**src/rtl/md5_pkg.sv**
```systemverilog
// md5_pkg: shared types and constants for the single-block MD5 iteration core.
//   state_t  - controller states
//   IV_*     - MD5 chaining initial values
//   K_TBL    - 64 additive round constants
//   S_TBL    - 64 left-rotate amounts
//   g_idx    - message word index used by step i
//   bswap32  - byte reversal between MD5 little-endian words and print order
package md5_pkg;

  typedef enum logic [1:0] {IDLE, ROUND, FINAL, DONE} state_t;

  localparam logic [31:0] IV_A = 32'h67452301;
  localparam logic [31:0] IV_B = 32'hefcdab89;
  localparam logic [31:0] IV_C = 32'h98badcfe;
  localparam logic [31:0] IV_D = 32'h10325476;

  localparam logic [31:0] K_TBL [64] = '{
    32'hd76aa478, 32'he8c7b756, 32'h242070db, 32'hc1bdceee,
    32'hf57c0faf, 32'h4787c62a, 32'ha8304613, 32'hfd469501,
    32'h698098d8, 32'h8b44f7af, 32'hffff5bb1, 32'h895cd7be,
    32'h6b901122, 32'hfd987193, 32'ha679438e, 32'h49b40821,
    32'hf61e2562, 32'hc040b340, 32'h265e5a51, 32'he9b6c7aa,
    32'hd62f105d, 32'h02441453, 32'hd8a1e681, 32'he7d3fbc8,
    32'h21e1cde6, 32'hc33707d6, 32'hf4d50d87, 32'h455a14ed,
    32'ha9e3e905, 32'hfcefa3f8, 32'h676f02d9, 32'h8d2a4c8a,
    32'hfffa3942, 32'h8771f681, 32'h6d9d6122, 32'hfde5380c,
    32'ha4beea44, 32'h4bdecfa9, 32'hf6bb4b60, 32'hbebfbc70,
    32'h289b7ec6, 32'heaa127fa, 32'hd4ef3085, 32'h04881d05,
    32'hd9d4d039, 32'he6db99e5, 32'h1fa27cf8, 32'hc4ac5665,
    32'hf4292244, 32'h432aff97, 32'hab9423a7, 32'hfc93a039,
    32'h655b59c3, 32'h8f0ccc92, 32'hffeff47d, 32'h85845dd1,
    32'h6fa87e4f, 32'hfe2ce6e0, 32'ha3014314, 32'h4e0811a1,
    32'hf7537e82, 32'hbd3af235, 32'h2ad7d2bb, 32'heb86d391
  };

  localparam logic [4:0] S_TBL [64] = '{
    5'd7, 5'd12, 5'd17, 5'd22, 5'd7, 5'd12, 5'd17, 5'd22,
    5'd7, 5'd12, 5'd17, 5'd22, 5'd7, 5'd12, 5'd17, 5'd22,
    5'd5, 5'd9,  5'd14, 5'd20, 5'd5, 5'd9,  5'd14, 5'd20,
    5'd5, 5'd9,  5'd14, 5'd20, 5'd5, 5'd9,  5'd14, 5'd20,
    5'd4, 5'd11, 5'd16, 5'd23, 5'd4, 5'd11, 5'd16, 5'd23,
    5'd4, 5'd11, 5'd16, 5'd23, 5'd4, 5'd11, 5'd16, 5'd23,
    5'd6, 5'd10, 5'd15, 5'd21, 5'd6, 5'd10, 5'd15, 5'd21,
    5'd6, 5'd10, 5'd15, 5'd21, 5'd6, 5'd10, 5'd15, 5'd21
  };

  // Only the low nibble of i matters: every formula is taken mod 16.
  function automatic logic [3:0] g_idx(input logic [5:0] i);
    case (i[5:4])
      2'd0:    return i[3:0];
      2'd1:    return 4'd5 * i[3:0] + 4'd1;
      2'd2:    return 4'd3 * i[3:0] + 4'd5;
      default: return 4'd7 * i[3:0];
    endcase
  endfunction

  function automatic logic [31:0] bswap32(input logic [31:0] x);
    return {x[7:0], x[15:8], x[23:16], x[31:24]};
  endfunction

endpackage

```
**src/rtl/md5_iter_core_if.sv**
```systemverilog
// md5_iter_core_if: message-in / digest-out handshake bundle.
//   in_valid/in_ready/msg/target   - request side (target sampled at accept)
//   out_valid/out_ready            - result handshake
//   digest/msg_out/match           - result payload, stable while out_valid
interface md5_iter_core_if #(parameter int MSG_BYTES = 19);
  logic                   in_valid;
  logic                   in_ready;
  logic [8*MSG_BYTES-1:0] msg;
  logic [127:0]           target;
  logic                   out_valid;
  logic                   out_ready;
  logic [127:0]           digest;
  logic [8*MSG_BYTES-1:0] msg_out;
  logic                   match;

  modport master (output in_valid, msg, target, out_ready,
                  input  in_ready, out_valid, digest, msg_out, match);
  modport slave  (input  in_valid, msg, target, out_ready,
                  output in_ready, out_valid, digest, msg_out, match);
endinterface

```
**src/rtl/md5_step.sv**
```systemverilog
// md5_step: one combinational MD5 step.
//   i_a..i_d - current chaining words
//   i_m      - message word M[g(i)]
//   i_k/i_s  - round constant and rotate amount for step i_rnd
//   o_a..o_d - chaining words after the step
module md5_step (
  input  logic [31:0] i_a,
  input  logic [31:0] i_b,
  input  logic [31:0] i_c,
  input  logic [31:0] i_d,
  input  logic [31:0] i_m,
  input  logic [31:0] i_k,
  input  logic [4:0]  i_s,
  input  logic [5:0]  i_rnd,
  output logic [31:0] o_a,
  output logic [31:0] o_b,
  output logic [31:0] o_c,
  output logic [31:0] o_d
);
  logic [31:0] w_f, w_t, w_rot;

  always_comb begin
    w_f = 32'h0;
    if (i_rnd < 6'd16)      w_f = (i_b & i_c) | (~i_b & i_d);
    else if (i_rnd < 6'd32) w_f = (i_d & i_b) | (~i_d & i_c);
    else if (i_rnd < 6'd48) w_f = i_b ^ i_c ^ i_d;
    else                    w_f = i_c ^ (i_b | ~i_d);
  end

  assign w_t   = i_a + w_f + i_k + i_m;
  // S is never 0, so the right shift amount stays within 1..31.
  assign w_rot = (w_t << i_s) | (w_t >> (6'd32 - {1'b0, i_s}));

  assign o_a = i_d;
  assign o_b = i_b + w_rot;
  assign o_c = i_b;
  assign o_d = i_c;
endmodule

```
**src/rtl/md5_iter_core.sv**
```systemverilog
// md5_iter_core: iterative MD5 of a fixed-length (single block) message,
// one step per enabled clock, with optional digest/target comparison.
//   clk, reset_n - clock, async active-low reset
//   en           - global enable; low freezes every register
//   bus          - slave side of md5_iter_core_if
// Accept -> 64 ROUND cycles -> FINAL -> DONE: out_valid 65 clocks after accept.
module md5_iter_core
  import md5_pkg::*;
#(
  parameter int MSG_BYTES = 19,
  parameter bit MATCH_EN  = 1'b1
) (
  input  logic            clk,
  input  logic            reset_n,
  input  logic            en,
  md5_iter_core_if.slave  bus
);
  localparam int          MW  = 8 * MSG_BYTES;
  localparam logic [15:0] LEN = 16'(8 * MSG_BYTES);

  state_t        r_state, w_state_nxt;
  logic [5:0]    r_cnt;
  logic [31:0]   r_a, r_b, r_c, r_d;
  logic [MW-1:0] r_msg;
  logic [127:0]  r_target, r_digest;
  logic          r_match;

  logic [7:0]    w_blk [64];
  logic [31:0]   w_m   [16];
  logic [31:0]   w_na, w_nb, w_nc, w_nd;
  logic [31:0]   w_fa, w_fb, w_fc, w_fd;
  logic [127:0]  w_dig;

  assign bus.in_ready  = en && (r_state == IDLE);
  assign bus.out_valid = (r_state == DONE);
  assign bus.digest    = r_digest;
  assign bus.msg_out   = r_msg;
  assign bus.match     = r_match;

  // Padded block: message, 0x80, zeros, 64-bit LE bit length (fits in 2 bytes).
  always_comb begin
    for (int k = 0; k < 64; k++) w_blk[k] = 8'h00;
    for (int k = 0; k < MSG_BYTES; k++) w_blk[k] = r_msg[MW-1-8*k -: 8];
    w_blk[MSG_BYTES] = 8'h80;
    w_blk[56]        = LEN[7:0];
    w_blk[57]        = LEN[15:8];
  end

  always_comb begin
    for (int j = 0; j < 16; j++)
      w_m[j] = {w_blk[4*j+3], w_blk[4*j+2], w_blk[4*j+1], w_blk[4*j]};
  end

  md5_step u_step (
    .i_a(r_a), .i_b(r_b), .i_c(r_c), .i_d(r_d),
    .i_m(w_m[g_idx(r_cnt)]), .i_k(K_TBL[r_cnt]), .i_s(S_TBL[r_cnt]),
    .i_rnd(r_cnt),
    .o_a(w_na), .o_b(w_nb), .o_c(w_nc), .o_d(w_nd)
  );

  assign w_fa  = r_a + IV_A;
  assign w_fb  = r_b + IV_B;
  assign w_fc  = r_c + IV_C;
  assign w_fd  = r_d + IV_D;
  assign w_dig = {bswap32(w_fa), bswap32(w_fb), bswap32(w_fc), bswap32(w_fd)};

  always_ff @(posedge clk or negedge reset_n) begin
    if (!reset_n) r_state <= IDLE;
    else if (en)  r_state <= w_state_nxt;
  end

  always_comb begin
    w_state_nxt = r_state;
    case (r_state)
      IDLE:    if (bus.in_valid)        w_state_nxt = ROUND;
      ROUND:   if (r_cnt == 6'd63)      w_state_nxt = FINAL;
      FINAL:                            w_state_nxt = DONE;
      DONE:    if (bus.out_ready)       w_state_nxt = IDLE;
      default:                          w_state_nxt = IDLE;
    endcase
  end

  always_ff @(posedge clk or negedge reset_n) begin
    if (!reset_n) begin
      r_cnt    <= '0;
      r_a      <= '0;
      r_b      <= '0;
      r_c      <= '0;
      r_d      <= '0;
      r_msg    <= '0;
      r_target <= '0;
      r_digest <= '0;
      r_match  <= 1'b0;
    end else if (en) begin
      case (r_state)
        IDLE: if (bus.in_valid) begin
          r_msg    <= bus.msg;
          r_target <= bus.target;
          r_a      <= IV_A;
          r_b      <= IV_B;
          r_c      <= IV_C;
          r_d      <= IV_D;
          r_cnt    <= '0;
        end
        ROUND: begin
          r_a <= w_na;
          r_b <= w_nb;
          r_c <= w_nc;
          r_d <= w_nd;
          // Park at 63 so the counter cannot wrap into a second pass.
          if (r_cnt != 6'd63) r_cnt <= r_cnt + 6'd1;
        end
        FINAL: begin
          r_a      <= w_fa;
          r_b      <= w_fb;
          r_c      <= w_fc;
          r_d      <= w_fd;
          r_digest <= w_dig;
          r_match  <= MATCH_EN && (w_dig == r_target);
        end
        default: ;
      endcase
    end
  end
endmodule

```
**src/flat_wrapper.sv**
```systemverilog
// flat-port wrapper written by rule: the top's interface ports become plain ports
module md5_iter_core_flat import md5_pkg::*;
#(
  parameter int MSG_BYTES = 19,
  parameter bit MATCH_EN  = 1'b1
)
  (clk, reset_n, en, bus_in_valid, bus_msg, bus_target, bus_out_ready, bus_in_ready, bus_out_valid, bus_digest, bus_msg_out, bus_match);
  md5_iter_core_if #(.MSG_BYTES(MSG_BYTES)) bus_i ();
  input  logic clk;
  input  logic reset_n;
  input  logic en;
  input wire logic [$bits(bus_i.in_valid)-1:0] bus_in_valid;
  input wire logic [$bits(bus_i.msg)-1:0] bus_msg;
  input wire logic [$bits(bus_i.target)-1:0] bus_target;
  input wire logic [$bits(bus_i.out_ready)-1:0] bus_out_ready;
  output wire logic [$bits(bus_i.in_ready)-1:0] bus_in_ready;
  output wire logic [$bits(bus_i.out_valid)-1:0] bus_out_valid;
  output wire logic [$bits(bus_i.digest)-1:0] bus_digest;
  output wire logic [$bits(bus_i.msg_out)-1:0] bus_msg_out;
  output wire logic [$bits(bus_i.match)-1:0] bus_match;
  assign bus_i.in_valid = bus_in_valid;
  assign bus_i.msg = bus_msg;
  assign bus_i.target = bus_target;
  assign bus_i.out_ready = bus_out_ready;
  assign bus_in_ready = bus_i.in_ready;
  assign bus_out_valid = bus_i.out_valid;
  assign bus_digest = bus_i.digest;
  assign bus_msg_out = bus_i.msg_out;
  assign bus_match = bus_i.match;
  md5_iter_core #(.MSG_BYTES(MSG_BYTES), .MATCH_EN(MATCH_EN)) u_core (.clk(clk), .reset_n(reset_n), .en(en), .bus(bus_i));
endmodule
```
**config.mk**
```make
export PLATFORM = sky130hd
export DESIGN_NAME = md5_iter_core_flat
export DESIGN_NICKNAME = d
export VERILOG_FILES = /design/src/rtl/md5_pkg.sv /design/src/rtl/md5_iter_core_if.sv /design/src/rtl/md5_step.sv /design/src/rtl/md5_iter_core.sv /design/src/flat_wrapper.sv
export SDC_FILE = /design/constraint.sdc
export NUM_CORES = 2
export LEC_CHECK = 0
export BUFFER_PORTS_ARGS = -buffer_cell sky130_fd_sc_hd__buf_2
export CAP_MARGIN = 0
export CORE_ASPECT_RATIO = 0.7
export CORE_MARGIN = 8
export CORE_UTILIZATION = 57
export CTS_CLUSTER_SIZE = 14
export DETAILED_ROUTE_END_ITERATION = 10
export PLACE_DENSITY_LB_ADDON = 0.12
export SLEW_MARGIN = 20
export SYNTH_ARGS = -nofsm -noshare
export SYNTH_HDL_FRONTEND = slang
export SYNTH_SLANG_ARGS = --single-unit
```
**constraint.sdc**
```tcl
create_clock -name clk -period 20.1 [get_ports clk]
set_input_delay 3.015 -clock clk [delete_from_list [all_inputs] [get_ports clk]]
set_output_delay 3.015 -clock clk [all_outputs]
set_load 0.005 [all_outputs]
```
* Yosys cells after proc, flatten, opt, wreduce, memory -nomap -nowiden *
Memory sizes are Yosys's and may differ from the RTL's.
Index checks and enable logic that the tools add are counted.

word-level totals
  bits in registers = 545
  bits in read-only memories = 2368
  bits of input ports = 285
  output and inout port bits = 283
  logic and storage cells = 97
  memories = 2

operators by class
  add/subtract/negate cells = 12
  $mul = 3
  magnitude comparators = 5
  eq/ne operators = 12
  shift-type cells = 2
  multiplexer cells = 26
  bitwise operators = 15
  reductions and logical operators = 10

memories
  memory            words  bits a word  read ports  clocked after memory_dff  wr ports  line                 source
  (name not given)  64     32           1           0                         0         md5_iter_core.sv:56  .i_m(w_m[g_idx(r_cnt)]), .i_k(K_TBL[r_cnt]), .i_s(S_TBL[r_cnt]),
  (name not given)  64     5            1           0                         0         md5_iter_core.sv:56

operators by type and width
  cell                                                                number
  32-bit one-hot mux with 3 select lines                              4
  32-bit two-way mux                                                  11
  32-bit adder                                                        4
  32-bit bitwise AND                                                  4
  32-bit binary-select mux with 4-bit select                          1
  128-bit equality test                                               1
  32-bit OR                                                           4
  32-bit XOR                                                          3
  32-bit adder (second input constant)                                2
  32-bit inverter                                                     2
  32-bit by 29-bit adder with 32-bit output (second input constant)   1
  32-bit by 31-bit adder with 32-bit output (second input constant)   1
  32-bit by 5-bit left shift with 32-bit output                       1
  32-bit by 6-bit >> shifter with 32-bit output                       1
  6-bit less-than comparator (second input constant)                  2
  6-bit two-way mux                                                   2
  4-bit one-hot mux with 3 select lines                               1
  6-bit one-hot mux with 2 select lines                               1
  5-bit two-way mux                                                   2
  3-bit by 4-bit multiplier with 4-bit output (first input constant)  2
  2-bit one-hot mux with 4 select lines                               1
  4-bit AND reduction                                                 2
  7-bit >= comparator (second input constant)                         1
  6-bit inverter with 7-bit output                                    1
  21 further kinds                                                    30

* Depth between registers and ports, before layout *
  depth in word-level cells = 13
  depth in mapped cells = 49

* Hierarchy *
A second synthesis with hierarchy kept.

second synthesis, totals
  cell total of the unflattened synthesis = 5195
  area, all modules = 44731.7 µm²

by module, submodules not included
  module         instances  cells an instance  area an instance (µm²)  seq. area each (µm²)
  md5_iter_core  1          3533               33093.0                 13638.1
  md5_step       1          1662               11638.7                 0.0

* Least setup slack after synthesis *
No wires, ideal clock.

  path type = reg-to-reg
  start point = reg u_core.r_cnt[2]
  end point = reg u_core.r_b[24]
  library setup time = 123 ps
  arrival = 10689 ps
  required time = 19977 ps
  setup slack = 9288 ps
  cell stages (with the launch flop) = 46
  cells stage by stage = dfrtp_1 -> clkbuf_1 -> inv_1 -> clkbuf_1 -> clkbuf_1 -> buf_1 -> ha_1 -> fa_1 -> xnor2_1 -> xnor2_1 -> a211oi_1 -> a211oi_1 -> nor2_1 -> clkbuf_1 -> a22oi_1 -> fa_1 -> fa_1 -> inv_1 -> (+10 left out) -> mux2i_1 -> mux2_2 -> o221ai_1 -> ha_1 -> inv_1 -> fa_1 -> nor2b_1 -> o21ai_0 -> nand2b_1 -> a21oi_1 -> o31ai_1 -> a221o_1 -> a211o_1 -> a41o_1 -> o31ai_1 -> xnor2_1 -> a211oi_1 -> nor2_1

on the way
  word-level cells in the longest chain between the ends = 12
  elaborated cells on any way between the ends = 32
  those cells by class = add/sub: 7; mul: 3; order compare: 3; shift: 2; mux: 12; bitwise: 3; memory: 2

RTL lines
  what                                                  line                  source
  start: declaration                                    md5_iter_core.sv:22   logic [5:0] r_cnt;
  start signal: assignment                              md5_iter_core.sv:111  if (r_cnt != 6'd63) r_cnt <= r_cnt + 6'd1;
  branches (longest 9 deep; another with 32-bit adder)  --
  32-bit OR *                                           md5_step.sv:32        assign w_rot = (w_t << i_s) | (w_t >> (6'd32 - {1'b0, i_s}));
  32-bit adder *                                        md5_step.sv:35        assign o_b = i_b + w_rot;
  32-bit one-hot mux with 3 select lines *              md5_iter_core.sv:95   case (r_state)
  end signal: assignment                                md5_iter_core.sv:107  r_b <= w_nb;
  end signal: assignment                                md5_iter_core.sv:115  r_b <= w_fb;
  end: declaration                                      md5_iter_core.sv:23   logic [31:0] r_a, r_b, r_c, r_d;

Every way passes the cells marked *. The select of a mux whose other input is x is not followed.
A chain may end at the register's enable or synchronous reset.

* Worst setup path after layout *
  start point = reg u_core.r_cnt[2]
  end point = reg u_core.r_b[31]

The elaborated chain is that of the path after synthesis.

==> flow_summary.ini <==
[timing]
min_period_ns = 12.39
worst_pin_slew_ns = 1.22
finalSetupViolCount = 0
skew_ns = 0.0267
rsz0062_at_grt = no
fin_setup_tns_ns = 0
clock.fmax_mhz = 80.7
fin_crit_sh = 0.616
hold_violations = 0
drv_slew = 0
relSlewSlack = 0.179

[grt]
grt_overflow_total = 0
first_global_vias = 36400
track_usage = 0.405
grt_pass1_wl_um = 247000
grt_antenna_before_repair = 11
grt_max_degree = 156

[layout]
area_growth_pct = 12.7
fin_nets = 5388
fill_cells = 6207
drive_above_1_share = 0.232

[logic_synthesis]
synthTopCellsByArea = dfrtp_1 (33%), mux2_2 (8.6%), xnor2_1 (4.8%)
synth_common_cells = dfrtp_1 (545), nand2_1 (502), o21ai_0 (379)
synth.distinct_cells = 98
ys_seq_elements = 545
ys_seq_area_frac = 0.334
synth_cells = 4610
ys_async_sr_fraction = 1.00
synth_edf_count = 0
syn_area_per_cell_um2 = 8.87
yosysMostFrequentCell = dfrtp_1
synthFlopType = dfrtp_1
yosysWarnings = 0
syn-cell-area_um2 = 40900
postSynthNetCount = 5070
synth_top_area_share = 0.334
yosysTopAreaCell = dfrtp_1

[min_path]
hold_depth = 2
min_path_type = reg2reg

[floorplanning]
ios = 568
fp-row-count = 82
start_util = 0.573
die_w_um = 336
dieHeight_um = 240
design.core.area_um2 = 71300
dieArea_um2 = 80700

[cts]
clockRootBuffer = clkbuf_16
cts_hold_buf = 0
htreeDepth = 2
clkSlewWorstSetupHoldPaths_ns = 0.07
numCtsBuffers = 54
clock-sinks = 545
clk_path_buf_depth = 3
postCtsSetupRepairBufs = 0
cts_tree = built
cts-resized-gates = 0
worstSkewPairLatency_ns = 0.66

[outcome]
outcome = finished, final reports clean

[critical_path]
crit_family = compound AO/OA/AOI/OAI gates
r2r_setup_slack_ns = 7.71
r2r_cells = 43
crit_buf_inv = 6
cp.required_ns = 20.60
end_kind = flip-flop
cp_max_fo = 57
arrival_ns = 12.89
critPathLaunchType = flip-flop
crit_slowest_cell = a211oi_1
cp.depth = 43
cp_slowest_stage_delay_ns = 0.90
criticalPathCategory = reg2reg

[detailed_routing]
wl_met1_um = 69300
ant_nets = 0
wl_met2_um = 70500
routed_wirelength_um = 171000
route.met3.wl_um = 25300
drtIter0Drc = 5667
drc_errors = 0
routed.top_layer = met5
wire_per_inst_um = 28.8
first_pass_iters = 8
routed-via-count = 39800
via_per_inst = 6.70

[place]
numPortBuffers = 567
gp_congestion = 1.07
dp_hpwl_um = 131000

[run]
max-cap-violations = 0
==> through the flow <==
| step | cells | util | instance area, µm² | worst slack, ns | hold slack, ns |
|---|---|---|---|---|---|
| after floorplan | 4610 | - | 40900 | 9.29 | 0.473 |
| after global placement | 5838 | 0.619 | 44100 | 8.30 | 0.458 |
| after detailed placement | 5838 | 0.619 | 44100 | 8.15 | 0.466 |
| after CTS | 5936 | 0.646 | 46000 | 8.13 | 0.481 |
| after global routing | 5938 | 0.646 | 46100 | 7.11 | 0.505 |
| final | 5942 | 0.646 | 46100 | 7.71 | 0.477 |
==> placed cells by master (no fill, tap or decap), types with 74 or more instances in the layout <==
| cell | netlist | routed |
|---|---|---|
| xor2_1 | 129 | 129 |
| a21oi_1 | 296 | 296 |
| buf_2 | 18 | 566 |
| o22ai_1 | 87 | 87 |
| mux2_2 | 312 | 312 |
| nand3_1 | 95 | 95 |
| nor2_1 | 295 | 293 |
| nand2_1 | 502 | 499 |
| inv_1 | 157 | 156 |
| dfrtp_1 | 545 | 541 |
| buf_4 | 2 | 74 |
| ha_1 | 110 | 107 |
| nor3_1 | 103 | 102 |
| xnor2_1 | 224 | 220 |
| o21ai_0 | 379 | 377 |
==> logic make-up (layout without fill, tap and decap cells) <==
logic type | count (synthesis) | in the layout | share of synthesized area
compound gates | 1348 | 1348 | 0.213
simple gates | 1232 | 1232 | 0.136
flops | 545 | 545 | 0.334
buf+inv | 542 | 902 | 0.0509
mux | 412 | 412 | 0.124
xor+xnor | 356 | 356 | 0.0768
fa+ha+maj | 175 | 175 | 0.0655
other cells | 0 | 6 | 0
==> flip-flops by register name, summed over array words and instances (netlist names) <==
register,flops
u_core.bus.digest,128
u_core.bus.match,1
u_core.bus.msg_out,152
u_core.r_a,32
u_core.r_b,32
u_core.r_c,32
u_core.r_cnt,6
u_core.r_d,32
u_core.r_state,2
u_core.r_target,128
==> worst paths after layout <==
| check | from | endpoint |
|---|---|---|
| worst max-delay path | u_core.r_cnt[2] | u_core.r_b[31] |
| worst min-delay path | u_core.bus.digest[29] | u_core.bus.digest[29] |
| worst max register to register | u_core.r_cnt[2] | u_core.r_b[31] |
| worst min register to register | u_core.bus.digest[29] | u_core.bus.digest[29] |
| max in group asynchronous | reset_n | u_core.r_b[9] |
| min in group asynchronous | reset_n | u_core.bus.digest[27] |
==> tightest hold or removal path, cell delays in order, from the launching register on <==
cell     delay, ns
dfrtp_1       0.34
nand2_1       0.04
o21ai_0       0.06
==> final cells by class <==
type                    instances  area (µm²)  share of cell area
multi-input cells            3523       25300               0.549
clock buffers                  74        1540              0.0334
inverters                     162         609              0.0132
well taps                     966        1210              0.0262
diodes                          6        15.0            0.000326
flip-flops and latches        545       13700               0.296
repair buffers                642        3420              0.0743
clock inverters                24         345             0.00750
==> layer usage <==
layer | track usage | vias to the layer above
met5 | 0.00425 | -
met4 | 0.122 | 16
met3 | 0.163 | 376
met2 | 0.555 | 2654
met1 | 0.581 | 19500
li1 | - | 17300
Power is not shown: default switching activity piles up to over one toggle a cycle in this logic, so the estimate is an artifact.
